--- src/rtl/botsw_drv_pkg.sv ---
// Shared state encoding and parameter defaults for the bottom-switch gate driver.
package botsw_drv_pkg;

    localparam int unsigned DT_CYCLES_DEF     = 4;
    localparam int unsigned MIN_ON_CYCLES_DEF = 8;
    localparam int unsigned MAX_ON_CYCLES_DEF = 64;

    typedef enum logic [2:0] {
        IDLE,
        DT_ON,
        ON,
        DT_OFF,
        FAULT
    } bsw_state_e;

endpackage

--- src/rtl/botsw_sync2.sv ---
// Two-flop synchroniser for asynchronous sense inputs; clears to 0 on reset.
module botsw_sync2 (
    input  logic clk,
    input  logic rst_n,
    input  logic d_i,
    output logic q_o
);

    logic meta_q;
    logic sync_q;

    always_ff @(posedge clk or negedge rst_n) begin
        if (!rst_n) begin
            meta_q <= 1'b0;
            sync_q <= 1'b0;
        end else begin
            meta_q <= d_i;
            sync_q <= meta_q;
        end
    end

    assign q_o = sync_q;

endmodule

--- src/rtl/botsw_gate_sequencer.sv ---
// Bottom-FET gate sequencer: dead time, min/max on-time, zero-cross turn-off
// and shoot-through latch, with every output registered alongside the state.
module botsw_gate_sequencer
    import botsw_drv_pkg::*;
#(
    parameter int unsigned DT_CYCLES     = DT_CYCLES_DEF,
    parameter int unsigned MIN_ON_CYCLES = MIN_ON_CYCLES_DEF,
    parameter int unsigned MAX_ON_CYCLES = MAX_ON_CYCLES_DEF
) (
    input  logic clk,
    input  logic rst_n,
    input  logic en,
    input  logic low_req,
    input  logic top_gate_fb,
    input  logic zc_det,
    output logic gate,
    output logic bot_safe,
    output logic zc_off,
    output logic max_on,
    output logic shoot_fault
);

    localparam int unsigned CW = $clog2(MAX_ON_CYCLES + 1);
    localparam logic [CW-1:0] DT_LAST  = CW'(DT_CYCLES - 1);
    localparam logic [CW-1:0] MIN_LAST = CW'(MIN_ON_CYCLES - 1);
    localparam logic [CW-1:0] MAX_LAST = CW'(MAX_ON_CYCLES - 1);

    logic top_s;
    logic zc_s;

    botsw_sync2 u_sync_top (
        .clk   (clk),
        .rst_n (rst_n),
        .d_i   (top_gate_fb),
        .q_o   (top_s)
    );

    botsw_sync2 u_sync_zc (
        .clk   (clk),
        .rst_n (rst_n),
        .d_i   (zc_det),
        .q_o   (zc_s)
    );

    bsw_state_e    state_q, state_d;
    logic [CW-1:0] cnt_q, cnt_d;
    logic          gate_q, gate_d;
    logic          safe_q, safe_d;
    logic          zc_off_q, zc_off_d;
    logic          max_on_q, max_on_d;
    logic          fault_q, fault_d;
    logic [CW-1:0] cnt_inc;
    logic          min_done;

    assign cnt_inc  = (cnt_q == '1) ? cnt_q : cnt_q + CW'(1);
    assign min_done = (cnt_q >= MIN_LAST);

    always_comb begin
        state_d  = state_q;
        cnt_d    = cnt_inc;
        zc_off_d = 1'b0;
        max_on_d = 1'b0;
        fault_d  = fault_q;
        case (state_q)
            IDLE: begin
                cnt_d = '0;
                if (en && low_req && !top_s) begin
                    state_d = DT_ON;
                end
            end
            DT_ON: begin
                if (!en || !low_req || top_s) begin
                    state_d = IDLE;
                    cnt_d   = '0;
                end else if (cnt_q == DT_LAST) begin
                    state_d = ON;
                    cnt_d   = '0;
                end
            end
            ON: begin
                // Exit priority: shoot-through, disable, max-on, zero-cross, request drop.
                if (top_s) begin
                    state_d = FAULT;
                    cnt_d   = '0;
                    fault_d = 1'b1;
                end else if (!en) begin
                    state_d = DT_OFF;
                    cnt_d   = '0;
                end else if (cnt_q == MAX_LAST) begin
                    state_d  = DT_OFF;
                    cnt_d    = '0;
                    max_on_d = 1'b1;
                end else if (min_done && zc_s) begin
                    state_d  = DT_OFF;
                    cnt_d    = '0;
                    zc_off_d = 1'b1;
                end else if (min_done && !low_req) begin
                    state_d = DT_OFF;
                    cnt_d   = '0;
                end
            end
            DT_OFF: begin
                if (cnt_q == DT_LAST) begin
                    state_d = IDLE;
                    cnt_d   = '0;
                end
            end
            FAULT: begin
                cnt_d = '0;
                if (!en) begin
                    state_d = DT_OFF;
                    fault_d = 1'b0;
                end
            end
            default: begin
                state_d = DT_OFF;
                cnt_d   = '0;
            end
        endcase
        gate_d = (state_d == ON);
        safe_d = (state_d == IDLE);
    end

    always_ff @(posedge clk or negedge rst_n) begin
        if (!rst_n) begin
            state_q  <= DT_OFF;
            cnt_q    <= '0;
            gate_q   <= 1'b0;
            safe_q   <= 1'b0;
            zc_off_q <= 1'b0;
            max_on_q <= 1'b0;
            fault_q  <= 1'b0;
        end else begin
            state_q  <= state_d;
            cnt_q    <= cnt_d;
            gate_q   <= gate_d;
            safe_q   <= safe_d;
            zc_off_q <= zc_off_d;
            max_on_q <= max_on_d;
            fault_q  <= fault_d;
        end
    end

    assign gate        = gate_q;
    assign bot_safe    = safe_q;
    assign zc_off      = zc_off_q;
    assign max_on      = max_on_q;
    assign shoot_fault = fault_q;

endmodule

--- config.mk ---
export PLATFORM = sky130hd
export DESIGN_NAME = botsw_gate_sequencer
export DESIGN_NICKNAME = d
export VERILOG_FILES = /design/src/rtl/botsw_drv_pkg.sv /design/src/rtl/botsw_sync2.sv /design/src/rtl/botsw_gate_sequencer.sv
export SDC_FILE = /design/constraint.sdc
export NUM_CORES = 1
export LEC_CHECK = 0
export BUFFER_PORTS_ARGS = -buffer_cell sky130_fd_sc_hd__buf_2
export CORE_ASPECT_RATIO = 1.5
export CORE_MARGIN = 2
export CORE_UTILIZATION = 50
export DETAILED_ROUTE_END_ITERATION = 12
export GPL_ROUTABILITY_DRIVEN = 1
export PLACE_DENSITY = 0.71
export SYNTH_ARGS = -nofsm -noshare
export SYNTH_HDL_FRONTEND = slang
export SYNTH_SLANG_ARGS = --single-unit
export TNS_END_PERCENT = 50
--- constraint.sdc ---
create_clock -name clk -period 1.7 [get_ports clk]
set_clock_uncertainty 0.05 [all_clocks]
set_input_delay 0.17 -clock clk [delete_from_list [all_inputs] [get_ports clk]]
set_output_delay 0.17 -clock clk [all_outputs]
set_load 0.02 [all_outputs]
# Word-level counts from Yosys, hierarchy flattened
# Index checks and enable logic that the tools add are counted.
classes:
  eq_ne: 10
  n_addsub: 1
  magnitude_cmp: 1
  n_mux: 32
  n_reduce_logical: 13
op_table:
  columns: ["op", "n"]
  rows:
  - ["7-bit 2-to-1 mux", 8]
  - ["3-bit 2-to-1 mux", 10]
  - ["7-bit case mux with 3 select lines", 1]
  - ["3-bit case mux with 5 select lines", 1]
  - ["1-bit 2-to-1 mux", 11]
  - ["3-bit by 2-bit equality test with 1-bit output (second input constant)", 3]
  - ["7-bit by 1-bit adder with 7-bit output (second input constant)", 1]
  - ["7-bit by 2-bit equality test with 1-bit output (second input constant)", 1]
  - ["7-bit by 6-bit equality test with 1-bit output (second input constant)", 1]
  - ["7-bit equality test (second input constant)", 1]
  - ["7-bit by 3-bit greater-or-equal comparator with 1-bit output (second input constant)", 1]
  - ["3-bit logical NOT", 2]
  - ["1-bit logical AND", 4]
  - ["3-bit by 1-bit equality test with 1-bit output (second input constant)", 1]
  - ["3-bit equality test (second input constant)", 1]
  - ["1-bit logical NOT", 3]
  - ["3-bit AND reduction", 1]
  - ["1-bit logical OR", 2]
  - ["2-bit by 1-bit != test with 1-bit output (second input constant)", 1]
  - ["2-bit != test (second input constant)", 1]
  - ["1-bit case mux with 2 select lines", 1]
  - ["2-bit nonzero test", 1]
word_totals:
  wordCells: 68
  out_inout_bits: 5
  inputBits: 6
  ff_bits: 19

# Longest topological paths before layout
logic_depth:
  word_depth: 9
  depth_mapped: 6
  ltp_nobuf: 5

# Hierarchy
# A second synthesis with hierarchy kept.
unflattened:
  hier_cells: 94
  hier_area_um2: 1007.2
by_module_without_submodules:
  columns: ["module", "seq_area_each_um2", "area_per_inst_um2", "cells_per_inst", "n_inst"]
  rows:
  - ["botsw_gate_sequencer", 377.9, 907.1, 90, 1]
  - ["botsw_sync2", 50.0, 50.0, 2, 2]

# Worst setup path after synthesis
# OpenSTA, ideal clock, no wires.
synth_path:
  path_type: "register to register"
  start: "reg state_q[1]"
  end: "reg cnt_q[4]"
  setup_time_ns: 0.080
  t_arrival_ns: 1.662
  path_stages_with_launch: 5
  setup_slack_ns: -0.092
  period_less_slack_ns: 1.792
  required_ns: 1.570
  n_path_buf: 0
  cell_sequence: "dfstp_2 or4b_4 a211oi_4 a32oi_4 nor3_2"
synth_between:
  elab_chain_len: 2
  word_cells_on_any_way: 4
synth_lines:
  columns: ["item", "line", "rtl"]
  rows:
  - ["start: declaration", "botsw_gate_sequencer.sv:45", "bsw_state_e state_q, state_d;"]
  - ["start signal: assignment", "botsw_gate_sequencer.sv:134", "state_q <= state_d;"]
  - ["3-bit by 2-bit equality test with 1-bit output or 3-bit by 1-bit equality test with 1-bit output (tied branches)", "botsw_gate_sequencer.sv:64", "case (state_q)"]
  - ["7-bit case mux with 3 select lines (*)", "botsw_gate_sequencer.sv:64", null]
  - ["net cnt_d[4]", "botsw_gate_sequencer.sv:46", "logic [CW-1:0] cnt_q, cnt_d;"]
  - ["end signal: assignment", "botsw_gate_sequencer.sv:135", "cnt_q <= cnt_d;"]
  - ["end: declaration", "botsw_gate_sequencer.sv:46", null]
# The timed path passes the listed nets; every way through them passes the cells marked *.
# A chain may end at the register's enable or synchronous reset.

# Worst setup path after layout
# Ends and elaborated chain as after synthesis.

==> impl_metrics.toml <==
[detailed_routing]
ant_nets = 0
dr.pass1.iters = 4
drt_iter0_drc = 13
route.detailed.drc = 0
vias = 846
viasPerCell = 5.716
routed_wl_um = 2329
avgRoutedWirePerCell_um = 15.74

[synthesis]
ys_async_sr_fraction_pct = 100.0
synth_top_area_share_pct = 42.29
ys_seq_area_share_pct = 47.51
netlist_instances = 96
synth_top_cell_by_area = "dfrtp_1"
synth_cell_types = 42
syn_area_sq_um = 1006
syn-num-nets = 103
syn_avg_cell_area_sq_um = 10.48
ys_top_cells_by_area = "dfrtp_1, dfstp_2, a21oi_1, a32oi_4, nand2_1"
ys.warnings.count = 0
ys.flop_type = "dfrtp_1"
ys_ff_latch = 19
synth_edf_count = 0

[timing]
finalSetupTns_ns = -0.2045
period_share_pct = 103.6
fin_crit_ns = 1.762
timing.fmax_mhz = 567.6
setup_slack_ns = -0.06191
finalSetupViolations = 6
slew_viol_final = 0
slew_headroom_pct = 70.82
rsz0062_at_grt = "yes"
tightest_slew_ns = 0.4377
hold_viol_final = 0

[clock_network]
cts_root_buffer = "clkbuf_4"
htreeDepth = 1
cts_made_buffers = 3
cts_buffer_depth = 2
cts.sinks = 19
path_clk_slew_ns = 0.11
cts_tree = "built"
worstSkewPairLatency_ns = 0.30

[finish]
final_cell_mix = "dfrtp_1, buf_4, buf_2, nor2_1, a21oi_1"
diodes = 0
design_area_sq_um = 1282
final_layout_size_suffix_gt1_share_pct = 37.80
fin_cells = 148
areaGrowthSynthToFinish_pct = 27.49
final_nets = 135

[critical_path]
reg2reg_setup_slack_ns = -0.06
critPathMaxFanout = 6
required_ns = 1.88
end_kind = "flip-flop"
arrival_ns = 1.94
slowest_delay_ns = 0.54
path_cells = "or4b_4 -> a211oi_4 -> a32oi_4 -> nor3_2"
timing_worst_setup_path_type = "reg -> reg"
critical_path.startpoint_type = "flip-flop"
critPathSlowestCell = "dfstp_2"

[place]
io_buffers = 10
gp_congestion = 0.7676
dpl-instance-area_sq_um = 1182
placed_cells = 140
pre_cts_ws_ns = -0.1579
dp_hpwl_um = 1762

[worst_hold_path]
min-delay-path-class = "in -> reg"

[die]
rows = 19
core_area_sq_um = 1854
initial_utilization_pct = 54.25
dieArea_sq_um = 2394
die_h_um = 58.94
num_io_pins = 11
die_x_um = 40.63

[grt]
antenna_found_initial = 0
grt_pass1_vias = 911
grt_usage_pct = 23.23
grt-ovfl-total = 0
grt_pass1_wl_um = 3801
grt_max_degree = 20

[power]
power_density_nw_per_um2 = 580.8
total_power_uw = 744.8
leakagePower_uw = 0.0005609
peakVddDrop_uv = 489.1

[run]
cap_violations = 0

[status]
violations = "setup timing"
status = "finished, violations left"
[power by group]
part	leakage (uW)	internal, uW	switching, uW
registers	0.000239	459	3.35
logic	0.000307	20.8	30.5
clock network	0.0000150	91.4	139
[cell type report]
class / instances / area [sq um]
inverter: 4 / 15.01
timing repair buffer: 30 / 207.7
sequential: 19 / 478.0
tap: 21 / 26.28
multi-input combinational: 70 / 529.3
clock buffer: 4 / 26.28
fill: 149 / 571.8
[state kept, by name (all words and copies together) (netlist names)]
register and count:
zc_off 1, u_sync_top.q_o 1, state_q 3, gate 1, u_sync_top.meta_q 1, max_on 1, shoot_fault 1, cnt_q 7
u_sync_zc.q_o 1, u_sync_zc.meta_q 1, bot_safe 1
[synth_stat cells (2+ instances only)]
| master | instances |
|---|---|
| a211oi_2 | 2 |
| a21oi_1 | 7 |
| a31oi_1 | 2 |
| and2_1 | 3 |
| and3_1 | 3 |
| and4_1 | 2 |
| dfrtp_1 | 17 |
| dfstp_2 | 2 |
| inv_1 | 4 |
| nand2_1 | 7 |
| nand2b_1 | 3 |
| nand3b_1 | 2 |
| nor2_1 | 7 |
| nor2b_1 | 2 |
| nor3_1 | 3 |
| o21ai_0 | 3 |
| or2_2 | 2 |
[through the flow]
stage | utilization (%) | hold WS, ns
after floorplan | - | -0.1756
after global placement | 63.77 | 0.07412
after detailed placement | 63.77 | 0.08512
after CTS | 68.02 | 0.1328
after global routing | 69.16 | 0.1558
final | 69.16 | 0.1326
[routing by layer]
layer  vias up  routed length [um]  track usage, %
li1        410                   -               -
met1       407                 870           25.00
met2        20                1311           39.91
met3         9                  70           3.019
met4         0                  76           14.29
met5         -                   0               0
[worst paths after layout]
check                                 start       endpoint  depth (start not counted)
max                              state_q[1]       cnt_q[4]                          4
min                                      en    shoot_fault                          3
max reg2reg                      state_q[1]       cnt_q[4]                          4
min reg2reg                u_sync_zc.meta_q  u_sync_zc.q_o                          0
max in group asynchronous             rst_n     state_q[1]                          2
min in group asynchronous             rst_n       cnt_q[1]                          2
[logic make-up (layout without fill, tap and decap cells)]
| kind of cell | after synthesis | in the layout | share of synthesized area [%] |
|---|---|---|---|
| buffers and inverters | 7 | 38 | 3.481 |
| AO/OA/AOI/OAI | 24 | 24 | 20.15 |
| XOR/XNOR | 1 | 1 | 0.8708 |
| adder cells (fa/ha/maj) | 1 | 1 | 1.244 |
| flip-flops | 19 | 19 | 47.51 |
| AND/OR/NAND/NOR | 44 | 44 | 26.74 |
[repair_timing]
item | in CTS | in global routing
hold endpoints to repair | 19 | 0
hold buffers | 3 | 0
setup buffers | 0 | 1
resized for setup | 4 | 4
pin swaps | 2 | 1
setup endpoints to repair | 10 | 11
[critical path, delay by kind of cell, from the launching register on]
kind | cells | cell delay [ns]
compound gates | 2 | 0.44
flops | 1 | 0.54
simple gates | 2 | 0.67
Power figures use the tool's default switching activity.
